===== config.mk =====
export PLATFORM = sky130hd
export DESIGN_NAME = spi_slave_flat
export DESIGN_NICKNAME = d
export VERILOG_FILES = /design/src/rtl/spi_pkg.sv /design/src/rtl/spi_if.sv /design/src/rtl/spi_edge_sync.sv /design/src/rtl/spi_slave.sv /design/src/flat_wrapper.sv
export SDC_FILE = /design/constraint.sdc
export NUM_CORES = 1
export LEC_CHECK = 0
export CAP_MARGIN = 5
export CORE_MARGIN = 4
export CORE_UTILIZATION = 45
export DETAILED_ROUTE_END_ITERATION = 16
export PLACE_DENSITY = 0.68
export SLEW_MARGIN = 20
export SYNTH_ARGS = -nofsm -noshare
export SYNTH_HDL_FRONTEND = slang
export SYNTH_SLANG_ARGS = --single-unit

===== constraint.sdc =====
create_clock -name clk -period 1.9 [get_ports clk]
set_input_delay 0.38 -clock clk [delete_from_list [all_inputs] [get_ports clk]]
set_output_delay 0.38 -clock clk [all_outputs]
set_load 0.02 [all_outputs]

===== src/rtl/spi_pkg.sv =====
// Shared definitions for the SPI master/slave pair: FSM states and the idle fill word.
`timescale 1ns/1ps
package spi_pkg;

  typedef enum logic {
    IDLE   = 1'b0,
    ACTIVE = 1'b1
  } spi_state_e;

  localparam logic [7:0] FILL_DEFAULT = 8'hFF;

endpackage


===== src/rtl/spi_if.sv =====
// Four-wire SPI bus plus the responder's MISO output enable.
`timescale 1ns/1ps
interface spi_if;

  logic sck;
  logic csx;
  logic mosi;
  logic miso;
  logic miso_oe;

  modport master (output sck, csx, mosi, input  miso, miso_oe);
  modport slave  (input  sck, csx, mosi, output miso, miso_oe);

endinterface


===== src/rtl/spi_edge_sync.sv =====
// Three-flop synchronizer for an asynchronous level with rise/fall strobes in the clk domain.
`timescale 1ns/1ps
module spi_edge_sync #(
  parameter logic RESET_VAL = 1'b0
) (
  input  logic clk,
  input  logic rst_n,
  input  logic async_i,
  output logic sync_o,
  output logic rise_o,
  output logic fall_o
);

  logic [2:0] sync_q;

  // NOTE: sequential state always uses non-blocking assignment so every flop samples pre-edge values.
  always_ff @(posedge clk or negedge rst_n) begin
    if (!rst_n) sync_q <= {3{RESET_VAL}};
    else        sync_q <= {sync_q[1:0], async_i};
  end

  assign sync_o = sync_q[1];
  assign rise_o =  sync_q[1] & ~sync_q[2];
  assign fall_o = ~sync_q[1] &  sync_q[2];

endmodule


===== src/rtl/spi_slave.sv =====
// Mode-0 SPI responder: oversamples SCK/CSX/MOSI, shifts MSB first, one-word transmit buffer.
`timescale 1ns/1ps
module spi_slave
  import spi_pkg::*;
#(
  parameter int               WIDTH = 8,
  parameter logic [WIDTH-1:0] FILL  = WIDTH'(FILL_DEFAULT)
) (
  input  logic             clk,
  input  logic             rst_n,
  spi_if.slave             bus,
  input  logic [WIDTH-1:0] tx_data_i,
  input  logic             tx_valid_i,
  output logic             tx_ready_o,
  output logic [WIDTH-1:0] rx_data_o,
  output logic             rx_valid_o,
  output logic             rx_abort_o,
  output logic             tx_underrun_o
);

  localparam int             CNT_W = (WIDTH > 1) ? $clog2(WIDTH) : 1;
  localparam logic [CNT_W-1:0] LAST_BIT = CNT_W'(WIDTH - 1);

  logic sck_rise, sck_fall, cs_rise, cs_fall;
  logic sck_s, cs_s;
  logic mosi_s1_q, mosi_s_q;

  spi_edge_sync #(.RESET_VAL(1'b0)) u_sck_sync (
    .clk, .rst_n, .async_i(bus.sck), .sync_o(sck_s), .rise_o(sck_rise), .fall_o(sck_fall)
  );

  spi_edge_sync #(.RESET_VAL(1'b1)) u_cs_sync (
    .clk, .rst_n, .async_i(bus.csx), .sync_o(cs_s), .rise_o(cs_rise), .fall_o(cs_fall)
  );

  always_ff @(posedge clk or negedge rst_n) begin
    if (!rst_n) begin
      mosi_s1_q <= 1'b0;
      mosi_s_q  <= 1'b0;
    end else begin
      mosi_s1_q <= bus.mosi;
      mosi_s_q  <= mosi_s1_q;
    end
  end

  spi_state_e       state_q, state_d;
  logic [WIDTH-1:0] rx_shift_q, rx_shift_d;
  logic [WIDTH-1:0] tx_shift_q, tx_shift_d;
  logic [CNT_W-1:0] bit_cnt_q, bit_cnt_d;
  logic [WIDTH-1:0] tx_buf_q, tx_buf_d;
  logic             tx_pending_q, tx_pending_d;
  logic [WIDTH-1:0] rx_data_q, rx_data_d;
  logic             rx_valid_q, rx_valid_d;
  logic             rx_abort_q, rx_abort_d;
  logic             tx_underrun_q, tx_underrun_d;
  logic             load_tx;

  // NOTE: every always_comb output gets a default first, so no path can infer a latch.
  always_comb begin
    state_d       = state_q;
    rx_shift_d    = rx_shift_q;
    tx_shift_d    = tx_shift_q;
    bit_cnt_d     = bit_cnt_q;
    tx_buf_d      = tx_buf_q;
    tx_pending_d  = tx_pending_q;
    rx_data_d     = rx_data_q;
    rx_valid_d    = 1'b0;
    rx_abort_d    = 1'b0;
    tx_underrun_d = 1'b0;
    load_tx       = 1'b0;

    unique case (state_q)
      IDLE: begin
        if (cs_fall) begin
          state_d   = ACTIVE;
          bit_cnt_d = '0;
          load_tx   = 1'b1;
        end
      end
      ACTIVE: begin
        // CSX release takes priority over a coincident SCK edge.
        if (cs_rise) begin
          state_d    = IDLE;
          bit_cnt_d  = '0;
          rx_abort_d = (bit_cnt_q != '0);
        end else if (sck_rise) begin
          rx_shift_d = {rx_shift_q[WIDTH-2:0], mosi_s_q};
          if (bit_cnt_q == LAST_BIT) begin
            rx_data_d  = {rx_shift_q[WIDTH-2:0], mosi_s_q};
            rx_valid_d = 1'b1;
            bit_cnt_d  = '0;
          end else begin
            bit_cnt_d = bit_cnt_q + 1'b1;
          end
        end else if (sck_fall) begin
          if (bit_cnt_q == '0) load_tx = 1'b1;
          else                 tx_shift_d = tx_shift_q << 1;
        end
      end
      default: state_d = IDLE;
    endcase

    if (load_tx) begin
      if (tx_pending_q) begin
        tx_shift_d   = tx_buf_q;
        tx_pending_d = 1'b0;
      end else begin
        tx_shift_d    = FILL;
        tx_underrun_d = 1'b1;
      end
    end

    // A word written at a load point is not bypassed; it waits for the next word boundary.
    if (tx_valid_i && !tx_pending_q) begin
      tx_buf_d     = tx_data_i;
      tx_pending_d = 1'b1;
    end
  end

  always_ff @(posedge clk or negedge rst_n) begin
    if (!rst_n) begin
      state_q       <= IDLE;
      rx_shift_q    <= '0;
      tx_shift_q    <= '0;
      bit_cnt_q     <= '0;
      tx_buf_q      <= '0;
      tx_pending_q  <= 1'b0;
      rx_data_q     <= '0;
      rx_valid_q    <= 1'b0;
      rx_abort_q    <= 1'b0;
      tx_underrun_q <= 1'b0;
    end else begin
      state_q       <= state_d;
      rx_shift_q    <= rx_shift_d;
      tx_shift_q    <= tx_shift_d;
      bit_cnt_q     <= bit_cnt_d;
      tx_buf_q      <= tx_buf_d;
      tx_pending_q  <= tx_pending_d;
      rx_data_q     <= rx_data_d;
      rx_valid_q    <= rx_valid_d;
      rx_abort_q    <= rx_abort_d;
      tx_underrun_q <= tx_underrun_d;
    end
  end

  assign bus.miso      = (state_q == ACTIVE) ? tx_shift_q[WIDTH-1] : 1'b0;
  assign bus.miso_oe   = (state_q == ACTIVE);
  assign tx_ready_o    = ~tx_pending_q;
  assign rx_data_o     = rx_data_q;
  assign rx_valid_o    = rx_valid_q;
  assign rx_abort_o    = rx_abort_q;
  assign tx_underrun_o = tx_underrun_q;

  logic unused_sync;
  assign unused_sync = sck_s ^ cs_s;

endmodule


===== src/flat_wrapper.sv =====
// flat-port wrapper written by rule: the top's interface ports become plain ports
module spi_slave_flat import spi_pkg::*;
#(
  parameter int               WIDTH = 8,
  parameter logic [WIDTH-1:0] FILL  = WIDTH'(FILL_DEFAULT)
)
  (clk, rst_n, tx_data_i, tx_valid_i, tx_ready_o, rx_data_o, rx_valid_o, rx_abort_o, tx_underrun_o, bus_sck, bus_csx, bus_mosi, bus_miso, bus_miso_oe);
  spi_if bus_i ();
  input  logic clk;
  input  logic rst_n;
  input  logic [WIDTH-1:0] tx_data_i;
  input  logic tx_valid_i;
  output logic tx_ready_o;
  output logic [WIDTH-1:0] rx_data_o;
  output logic rx_valid_o;
  output logic rx_abort_o;
  output logic tx_underrun_o;
  input wire logic [$bits(bus_i.sck)-1:0] bus_sck;
  input wire logic [$bits(bus_i.csx)-1:0] bus_csx;
  input wire logic [$bits(bus_i.mosi)-1:0] bus_mosi;
  output wire logic [$bits(bus_i.miso)-1:0] bus_miso;
  output wire logic [$bits(bus_i.miso_oe)-1:0] bus_miso_oe;
  assign bus_i.sck = bus_sck;
  assign bus_i.csx = bus_csx;
  assign bus_i.mosi = bus_mosi;
  assign bus_miso = bus_i.miso;
  assign bus_miso_oe = bus_i.miso_oe;
  spi_slave #(.WIDTH(WIDTH), .FILL(FILL)) u_core (.clk(clk), .rst_n(rst_n), .bus(bus_i), .tx_data_i(tx_data_i), .tx_valid_i(tx_valid_i), .tx_ready_o(tx_ready_o), .rx_data_o(rx_data_o), .rx_valid_o(rx_valid_o), .rx_abort_o(rx_abort_o), .tx_underrun_o(tx_underrun_o));
endmodule

==> flow_metrics.py, run 1 <==
metrics = {
    "timing": {
        "worst_pin_slew_ps": 511,
        "fin_crit_sh_pct": 96.7,
        "slew_viol_final": 0,
        "grt_setup_unrepaired": "no",
        "period_needed_ps": 1840,
        "finalSetupTns_ps": 0,
        "hold_violations": 0,
        "finalSetupViolCount": 0,
        "relSlewSlack_pct": 66.0,
        "fmax_mhz": 545,
        "finalClockSkew_ps": 8.79,
    },
    "outcome": {
        "status": "finished clean",
    },
    "drt": {
        "num_vias": 1195,
        "wl_met3_um": 157,
        "drtPass1Iterations": 4,
        "wl_met2_mm": 1.57,
        "wl_mm": 3.23,
        "ant_nets": 0,
        "viasPerCell": 5.11,
        "highest_layer": "met4",
        "drc": 0,
        "wire_per_inst_um": 13.8,
        "drt_iter0_drc": 67,
        "drt-met1-wl_mm": 1.42,
    },
    "synth": {
        "ys_seq_area_share_pct": 60.4,
        "synth-seq-cells": 47,
        "synthCells": 149,
        "netlist_area_sq_um": 1950,
        "ys_types": 34,
        "ys.warnings.count": 0,
        "ys.flop_type": "dfrtp_1",
        "synth_edf_count": 0,
        "async_reset_ff_share_pct": 100,
        "syn_avg_cell_area_sq_um": 13.1,
        "syn_nets": 166,
    },
    "worst_setup_path": {
        "endpoint_kind": "output port",
        "r2r_cells": 3,
        "cp_data_arrival_time_ps": 1460,
        "r2r_end": "u_core.rx_data_o[0]$_DFFE_PN0P_",
        "timing.reg2reg.setup_slack_ps": 220,
        "path_class": "flop to output port",
        "critPathLaunchType": "flop",
        "critPathRequiredTime_ps": 1520,
        "r2r_start": "u_core.u_cs_sync.sync_q[2]$_DFF_PN1_",
        "critPathMaxFanout": 9,
    },
    "placement": {
        "portBuffers": 27,
        "placed_area_sq_um": 2300,
        "hpwl_mm": 2.41,
        "gp_congestion": 0.769,
    },
    "hold_path": {
        "hp-class": "input pin to async pin",
    },
    "global_routing": {
        "track_usage_pct": 14.1,
        "grt_pass1_wl_mm": 5.74,
        "grt_max_degree": 27,
        "grt_pass1_vias": 1273,
        "grt_overflow_total": 0,
        "antenna_found_initial": 0,
    },
    "cts": {
        "numCtsBuffers": 5,
        "clk_pin_slew_ps": 80,
        "cts_buffer_depth": 2,
        "clkSinkCount": 47,
        "cts_root_buf": "clkbuf_8",
        "htree_levels": 2,
        "hold_buffers": 0,
        "cts_setup_buffers": 0,
        "clock_latency_ps": 300,
        "cts_tree": "yes",
        "cts_resized": 0,
    },
    "die": {
        "ios": 28,
        "die_w_um": 73.9,
        "start_util_pct": 47.8,
        "core_area_sq_um": 4090,
        "dieArea_sq_um": 5460,
        "row_count": 23,
        "die_h_um": 73.9,
    },
    "finish": {
        "multi_input_area_sq_um": 717,
        "final_cell_area_sq_um": 2400,
        "drive_above_1_share_pct": 17.4,
        "area_growth_syn_to_layout_pct": 22.7,
        "insertedDiodeCount": 0,
        "fin_util_pct": 58.7,
        "regArea_sq_um": 1180,
        "nFillCells": 322,
        "fin_nets": 200,
    },
    "pwr": {
        "power_density_nw_per_um2": 1090,
        "p_leak_nw": 1.09,
        "ir_drop_uv": 620,
    },
    "job": {
        "cap_viol_max_count": 0,
    },
}
## stage by stage
step | setup WS (ps) | instances | hold WS, ps | total power, mW
finish | 63.6 | 234 | 42.6 | 2.61
floorplan | 426 | 149 | 84.4 | 1.76
global placement | 291 | 226 | 332 | 1.95
global route | 7.64 | 234 | 78.1 | 2.78
CTS | 56.3 | 234 | 58.2 | 2.64
detailed placement | 210 | 226 | 335 | 1.99
## final cells by class
type	instances	share of cell area [%]
Tap cell	50	2.61
Inverter	6	0.939
Multi-Input combinational cell	91	29.9
Sequential cell	47	49.2
Clock buffer	8	4.18
Timing Repair Buffer	32	13.2
## flip-flops by register name, summed over array words and instances (netlist names), 3 cells and up
signal                    flops
u_core.rx_shift_q             7
u_core.u_cs_sync.sync_q       3
u_core.rx_data_o              8
u_core.tx_shift_q             8
u_core.bit_cnt_q              3
u_core.tx_buf_q               8
u_core.u_sck_sync.sync_q      3
## cells in the mapped netlist (2+ instances only)
master,instances,area [sq um]
o21ai_0,11,55.1
inv_1,5,18.8
nor2b_1,2,12.5
dfrtp_1,44,1100
mux2_4,8,120
nand2b_1,2,12.5
mux2_2,3,33.8
nor2_1,4,15.0
nand2_1,12,45.0
a211oi_1,2,15.0
ha_1,3,37.5
mux2_1,12,135
a21oi_1,2,10.0
dfstp_2,3,78.8
buf_2,3,15.0
nor3_1,7,35.0
o21ai_1,8,40.0
nor3b_1,2,15.0
## cell usage in the layout, fill, tap and decap left out, types with 3 or more instances in the layout
cell type / count
buf_4: 4
clkbuf_8: 7
clkdlybuf4s50_1: 26
dfrtp_1: 44
dfstp_2: 3
ha_1: 3
inv_1: 5
mux2_1: 12
mux2_2: 3
mux2_4: 8
nand2_1: 12
nor2_1: 4
nor3_1: 7
o21ai_0: 11
o21ai_1: 8
## critical path: stages, from the launching register on
cell,delay [ps]
dfrtp_1,370
buf_4,170
clkdlybuf4s50_1,620
## metal layers
metal,global-route usage (%),up-vias
met4,6.04,0
met5,0,-
li1,-,587
met2,23.3,29
met1,16.2,571
met3,5.34,8
## worst max path at each step
stage / start / to / slack, ps / cells after the start
4_1_cts: u_core.bus.miso_oe$_DFF_PN0_ / bus_miso_oe / 60 / 2
2_1_floorplan: u_core.bus.miso_oe$_DFF_PN0_ / u_core.rx_data_o[0]$_DFFE_PN0P_ / 430 / 4
3_3_place_gp: u_core.u_cs_sync.sync_q[2]$_DFF_PN1_ / u_core.rx_data_o[0]$_DFFE_PN0P_ / 290 / 3
3_5_place_dp: u_core.u_cs_sync.sync_q[2]$_DFF_PN1_ / u_core.rx_data_o[0]$_DFFE_PN0P_ / 210 / 3
6_report: u_core.bus.miso_oe$_DFF_PN0_ / bus_miso_oe / 60 / 2
5_1_grt: u_core.bus.miso_oe$_DFF_PN0_ / bus_miso_oe / 8 / 2
## logic make-up after synthesis
logic type,after synthesis,synth area share [%]
simple gates,35,10.2
mux,23,14.8
flops,47,60.4
fa+ha+maj,3,1.92
buf+inv,11,2.88
compound gates,30,9.74
## power breakdown
| group | total [mW] | switching [mW] | internal [mW] |
|---|---|---|---|
| Clock | 0.644 | 0.312 | 0.332 |
| Combinational | 0.547 | 0.261 | 0.287 |
| Sequential | 1.41 | 0.155 | 1.26 |
| Total | 2.61 | 0.728 | 1.88 |
Power figures use the tool's default switching activity.
==> run 2, diff against run 1 <==
- CELL_PAD_IN_SITES_DETAIL_PLACEMENT: not set -> 1
- CELL_PAD_IN_SITES_GLOBAL_PLACEMENT: not set -> 2
- CORE_UTILIZATION: 45 -> 25
- PLACE_DENSITY: 0.68 -> not set
- PLACE_DENSITY_LB_ADDON: not set -> 0.1
==> run 2 against run 1 <==
Net effect:
- routed wire length up 15%
- highest routed layer unchanged
- via count grew 4.3%
- combinational power up 2%
- cell count grew 21%
==> flow_metrics.py, run 2 (synthesis gave the netlist of run 1 again) <==
metrics = {
    "global_routing": {
        "grt_pass1_vias": 1379,
        "grt_max_degree": 28,
        "track_usage_pct": 9.07,
        "antenna_found_initial": 0,
        "grt_overflow_total": 0,
        "grt_pass1_wl_mm": 6.49,
    },
    "worst_setup_path": {
        "r2r_start": "u_core.u_cs_sync.sync_q[2]$_DFF_PN1_",
        "critical-path-top-delay-family": "buffers and inverters",
        "path_class": "flop to output port",
        "crit_chain": "clkinv_1 -> clkdlybuf4s50_1",
        "endpoint_kind": "output port",
        "critPathLaunchType": "flop",
        "slowest_delay_ps": 590,
        "cp_slowest_cell": "clkdlybuf4s50_1",
        "critPathMaxFanout": 4,
        "crit_cells": 2,
        "r2r_cells": 3,
        "crit_start": "u_core.tx_pending_q$_DFFE_PN0P_",
        "cp_data_arrival_time_ps": 1390,
        "crit_buf_inv": 2,
        "critPathRequiredTime_ps": 1520,
    },
    "finish": {
        "final_cell_area_sq_um": 2480,
        "layout_commonest_cell": "dfrtp_1",
        "area_growth_syn_to_layout_pct": 27.0,
        "drive_above_1_share_pct": 18.4,
        "fin_nets": 201,
        "insertedDiodeCount": 0,
        "layout_common_cells": "dfrtp_1 (44), clkdlybuf4s50_1 (25), nand2_1 (12), mux2_1 (12), o21ai_0 (11)",
        "fin_cells": 284,
    },
    "timing": {
        "fin_crit_sh_pct": 93.1,
        "finalWorstSetupSlack_ps": 132,
        "finalClockSkew_ps": 10.3,
        "fmax_mhz": 566,
        "period_needed_ps": 1770,
        "worst_pin_slew_ps": 526,
        "grt_setup_unrepaired": "no",
        "slew_viol_final": 0,
        "hold_violations": 0,
        "finalSetupTns_ps": 0,
        "relSlewSlack_pct": 64.9,
        "finalSetupViolCount": 0,
        "hold_slack_ps": 48.5,
    },
    "placement": {
        "pre_cts_slack_ps": 210,
        "hpwl_mm": 2.75,
        "dp_cells": 276,
        "gp_congestion": 0.736,
        "portBuffers": 27,
        "placed_area_sq_um": 2370,
    },
    "cts": {
        "numCtsBuffers": 5,
        "clock_latency_ps": 300,
        "cts_tree": "yes",
        "cts_buffer_depth": 2,
        "clkSinkCount": 47,
        "clk_pin_slew_ps": 100,
        "cts_root_buf": "clkbuf_8",
        "htree_levels": 2,
        "hold_buffers": 0,
    },
    "drt": {
        "wl_mm": 3.72,
        "wire_per_inst_um": 13.1,
        "drc": 0,
        "drtPass1Iterations": 4,
        "viasPerCell": 4.39,
        "num_vias": 1246,
        "ant_nets": 0,
        "drt_iter0_drc": 21,
    },
    "die": {
        "row_count": 31,
        "start_util_pct": 26.4,
        "ios": 28,
        "dieArea_sq_um": 9290,
        "core_area_sq_um": 7410,
        "die_w_um": 96.4,
        "die_h_um": 96.4,
    },
    "outcome": {
        "status": "finished clean",
    },
    "pwr": {
        "ir_drop_uv": 447,
        "p_leak_nw": 1.11,
        "power_density_nw_per_um2": 1100,
    },
    "job": {
        "cap_viol_max_count": 0,
    },
    "hold_path": {
        "hp-class": "input pin to async pin",
    },
}
## run 2: cell count changes in the layout (fill, tap and decap cells not counted)
cell / before / now
buf_4: 4 / 5
bufinv_16: 0 / 1
clkbuf_1: 1 / 0
clkbuf_8: 7 / 5
clkdlybuf4s50_1: 26 / 25
clkinvlp_4: 0 / 1
dlygate4sd2_1: 0 / 1
inv_6: 0 / 1
## run 2: final cells by class
class / instances / area [sq um]
fillers: 794 / 4930
multi-input cells: 91 / 717
well taps: 99 / 124
clock buffers: 5 / 68.8
clock inverters: 3 / 46.3
flip-flops and latches: 47 / 1180
inverters: 6 / 22.5
repair buffers: 33 / 322
## run 2: worst paths after layout
kind,slack (ps),endpoint
max reg2reg,220,u_core.rx_shift_q[1]$_DFFE_PN0P_
min in group clk,360,u_core.u_cs_sync.sync_q[1]$_DFF_PN1_
max,130,tx_ready_o
min reg2reg,360,u_core.u_cs_sync.sync_q[1]$_DFF_PN1_
min,50,u_core.tx_buf_q[2]$_DFFE_PN0P_
max in group asynchronous,1330,u_core.rx_data_o[2]$_DFFE_PN0P_
## run 2: power by group
part	switching, mW	leakage, nW	internal [mW]	total (mW)
clock	0.357	0.0548	0.397	0.753
combinational	0.271	0.468	0.286	0.557
sequential	0.148	0.584	1.26	1.41
total	0.776	1.11	1.94	2.72
## run 2: through the flow
| stage | util (%) | power, mW |
|---|---|---|
| after floorplan | - | 1.76 |
| after global placement | 31.9 | 1.98 |
| after detailed placement | 31.9 | 2.01 |
| after CTS | 33.5 | 2.78 |
| after global routing | 33.5 | 2.92 |
| final | 33.5 | 2.72 |
## run 2: repair_timing
action,CTS,global route
gates resized for setup,1,0
endpoints found under the setup margin,1,0
setup buffers,0,0
## run 2: routing by layer
layer	vias to the layer above	part of all wire [%]	wire length, um	global-route usage, %
met2	23	48	1800	15.0
met4	0	1.6	61	4.21
li1	594	-	-	-
met5	-	0	0	0
met3	5	3.8	142	2.25
met1	624	46	1720	11.1
